## src/rtl/branch_mod.sv

```systemverilog
// RV32I branch-condition evaluator with a one-cycle registered taken flag.
// Optional macro BRANCH_ILLEGAL_FLAG_EN adds a registered illegal-funct3 output.
module branch_mod #(
   parameter int unsigned XLEN = 32
) (
   input  logic            clk,
   input  logic            rst_n,
   input  logic            Branch,
   input  logic [2:0]      funct3,
   input  logic [XLEN-1:0] rs1,
   input  logic [XLEN-1:0] rs2,
`ifdef BRANCH_ILLEGAL_FLAG_EN
   output logic            illegal,
`endif
   output logic            result,
   output logic            result_valid
);

   localparam logic [2:0] F3Beq  = 3'b000;
   localparam logic [2:0] F3Bne  = 3'b001;
   localparam logic [2:0] F3Blt  = 3'b100;
   localparam logic [2:0] F3Bge  = 3'b101;
   localparam logic [2:0] F3Bltu = 3'b110;
   localparam logic [2:0] F3Bgeu = 3'b111;

   logic result_q, result_d;
   logic valid_q, valid_d;
   logic eq, lt_s, lt_u;

   assign eq   = (rs1 == rs2);
   assign lt_s = ($signed(rs1) < $signed(rs2));
   assign lt_u = (rs1 < rs2);

   always_comb begin
      result_d = 1'b0;
      valid_d  = Branch;
      if (Branch) begin
         case (funct3)
            F3Beq:   result_d = eq;
            F3Bne:   result_d = ~eq;
            F3Blt:   result_d = lt_s;
            F3Bge:   result_d = ~lt_s;
            F3Bltu:  result_d = lt_u;
            F3Bgeu:  result_d = ~lt_u;
            default: result_d = 1'b0;  // reserved 010/011
         endcase
      end
   end

   always_ff @(posedge clk) begin
      if (!rst_n) begin
         result_q <= 1'b0;
         valid_q  <= 1'b0;
      end else begin
         result_q <= result_d;
         valid_q  <= valid_d;
      end
   end

   assign result       = result_q;
   assign result_valid = valid_q;

`ifdef BRANCH_ILLEGAL_FLAG_EN
   logic illegal_q, illegal_d;

   assign illegal_d = Branch & (funct3[2:1] == 2'b01);

   always_ff @(posedge clk) begin
      if (!rst_n) begin
         illegal_q <= 1'b0;
      end else begin
         illegal_q <= illegal_d;
      end
   end

   assign illegal = illegal_q;
`endif

endmodule

```

## config.mk

```make
export PLATFORM = sky130hd
export DESIGN_NAME = branch_mod
export DESIGN_NICKNAME = d
export VERILOG_FILES = /design/src/rtl/branch_mod.sv
export SDC_FILE = /design/constraint.sdc
export NUM_CORES = 1
export LEC_CHECK = 0
export BUFFER_PORTS_ARGS = -buffer_cell sky130_fd_sc_hd__buf_2
export CORE_AREA = 4 4 52 54
export DETAILED_ROUTE_END_ITERATION = 8
export DIE_AREA = 0 0 56 58
export PLACE_DENSITY = 0.83
export SYNTH_ARGS = -nofsm -noshare
export SYNTH_HDL_FRONTEND = slang
export SYNTH_SLANG_ARGS = --single-unit
```

## constraint.sdc

```tcl
create_clock -name clk -period 2.9 [get_ports clk]
set_input_delay 0.435 -clock clk [delete_from_list [all_inputs] [get_ports clk]]
set_output_delay 0.435 -clock clk [all_outputs]
set_load 0.03 [all_outputs]
```

==> out/metrics.cfg <==
[route]
finalWirelength_mm = 2.24
wl_per_cell_microns = 9.87
vias = 1078
dr.pass1.iters = 2
dr.first_iter.drc_count = 30
postRouteAntennaNets = 0
via_per_inst = 4.75
drc = 0

[global_routing]
antenna_found_initial = 0
grt_pass1_vias = 1125
grt_pass1_wl_mm = 4.00
grt.total_usage_pct = 14.3
grt_overflow = 0
grt_max_degree = 4

[sta]
fmax_mhz = 590
fin_tns_setup_ns = 0
rsz0062_at_grt = no
hold_viol = 0
max-slew-margin-rel_pct = 83.4
slew_violations = 0
layout_setup_ws_ns = 1.21
min_period_ns = 1.69
post-route-period-util_pct = 58.4
worst_pin_slew_ns = 0.247
setup_viol = 0

[flow_run]
maxCapViolCount = 0

[die]
chipHeight_microns = 58
core_sq_mm = 0.00221
dieArea_sq_mm = 0.00325
start_util_pct = 41.7
die_w_microns = 56
rows = 17
ios = 72

[clocking]
htree_levels = 1
clk_pin_slew_worst_paths_ns = 0.03
cts_resized = 0
holdBufCountCts = 0
root_buffer = clkbuf_4
clk_path_buf_depth = 2
cts.sinks = 2
cts_setup_buffers = 0
cts_made_buffers = 3
cts_tree = done

[pwr]
p_leak_nw = 0.843
peakVddDrop_uv = 127
power_density_mw_per_mm2 = 189

[critical_path]
worst_ep_required_time_ns = 3.01
critPathLaunchType = primary input
path_class = primary input to register
arrival_ns = 1.81
critical_path.max_fanout = 2
cp-end-kind = register

[synthesis]
ys_seq_elements = 2
avgSynthCellArea_sq_um = 7.38
yosysWarnings = 0
yosysSeqAreaShare_pct = 4.34
synth_cell_type_count = 22
syn_nets = 227
synth_cells = 125
netlist_area_sq_um = 922

[cells_and_area]
antenna_cells = 0
final_area_sq_mm = 0.00134
fillers = 206
drive_gt1_share_pct = 39.7
post-route-util_pct = 60.4
synthToLayoutAreaGrowth_pct = 44.8
fin_nets = 303

[place]
globalplace.congestion = 0.745
port_buffers = 71
placed_area_sq_mm = 0.00131
post-place-ws_ns = 0.959
dp_hpwl_mm = 2.12

[outcome]
status = completed

[worst_hold_path]
hold_path.class = primary input to register

[final cells by class]
class                   instances  area (sq um)  area share [%]
clock buffers                   3          22.5            1.69
well taps                      28          35.0            2.62
multi-input cells              90           758            56.8
flip-flops and latches          2          40.0            3.00
repair buffers                 71           355            26.6
inverters                      33           124            9.28
[metal layers]
metal	track usage (%)	share of wire, %
met3	2.67	11
met1	15.6	41
met4	4.07	0.85
met5	0	0
met2	27.7	47
[through the flow]
stage / power [mW] / hold slack [ns] / instances
floorplan: 0.126 / 0.576 / 125
global placement: 0.189 / 0.697 / 224
detailed placement: 0.193 / 0.701 / 224
CTS: 0.259 / 0.463 / 227
global route: 0.289 / 0.463 / 227
finish: 0.253 / 0.471 / 227
[layout by cell type, fill, tap and decap left out, types with 2 or more instances in the layout]
master,instances
o21ai_0,3
clkbuf_4,3
buf_2,71
o211ai_1,3
ha_1,32
a21oi_2,2
nor2_1,4
xnor2_1,2
nand3_1,4
dfxtp_1,2
inv_1,33
a21oi_1,11
nand2_1,11
nand4_1,7
a221oi_2,2
[flip-flops by register name, indices dropped and copies added (netlist names)]
signal / flops
result: 1
result_valid: 1
[cell usage after synthesis]
master    number  area share (%)
a2111o_1       1             1.2
a211oi_1       1            0.81
a21oi_1       11             6.0
a21oi_2        2             1.9
a221oi_2       2             3.3
and2_1         1            0.68
dfxtp_1        2             4.3
ha_1          32              43
inv_1         33              13
nand2_1       11             4.5
nand3_1        4             2.2
nand4_1        7             4.7
nor2_1         4             1.6
nor2b_1        1            0.68
nor3_1         1            0.54
nor4_1         1            0.68
nor4b_4        1             2.6
o211ai_1       3             2.4
o21ai_0        3             1.6
o21ai_1        1            0.54
xnor2_1        2             1.9
xor2_1         1            0.95
[cell families after synthesis]
group	after synthesis	synth area share [%]
buffers and inverters	33	13.4
adder cells (fa/ha/maj)	32	43.4
AND/OR/NAND/NOR	31	18.2
AO/OA/AOI/OAI	24	17.8
XOR/XNOR	3	2.85
flip-flops	2	4.34
[final timing paths]
| path | endpoint | slack, ns | cells after the start | startpoint |
|---|---|---|---|---|
| worst min-delay path | result_valid | 0.47 | 2 | Branch |
| worst max-delay path | result | 1.21 | 9 | rs1[1] |
[worst max-delay path, stage by stage]
cell and delay (ns):
buf_2 0.10, ha_1 0.28, nor2b_1 0.13, o211ai_1 0.09
a2111o_1 0.37, o211ai_1 0.12, a21oi_2 0.09, xnor2_1 0.14
o21ai_1 0.07
[report_power, final]
group / switching (mW) / internal [mW]
clock: 0.0166 / 0.0457
sequential: 0.000269 / 0.0294
combinational: 0.0767 / 0.0839
total: 0.0937 / 0.159
No activity file was read; power rests on OpenSTA's default activity.
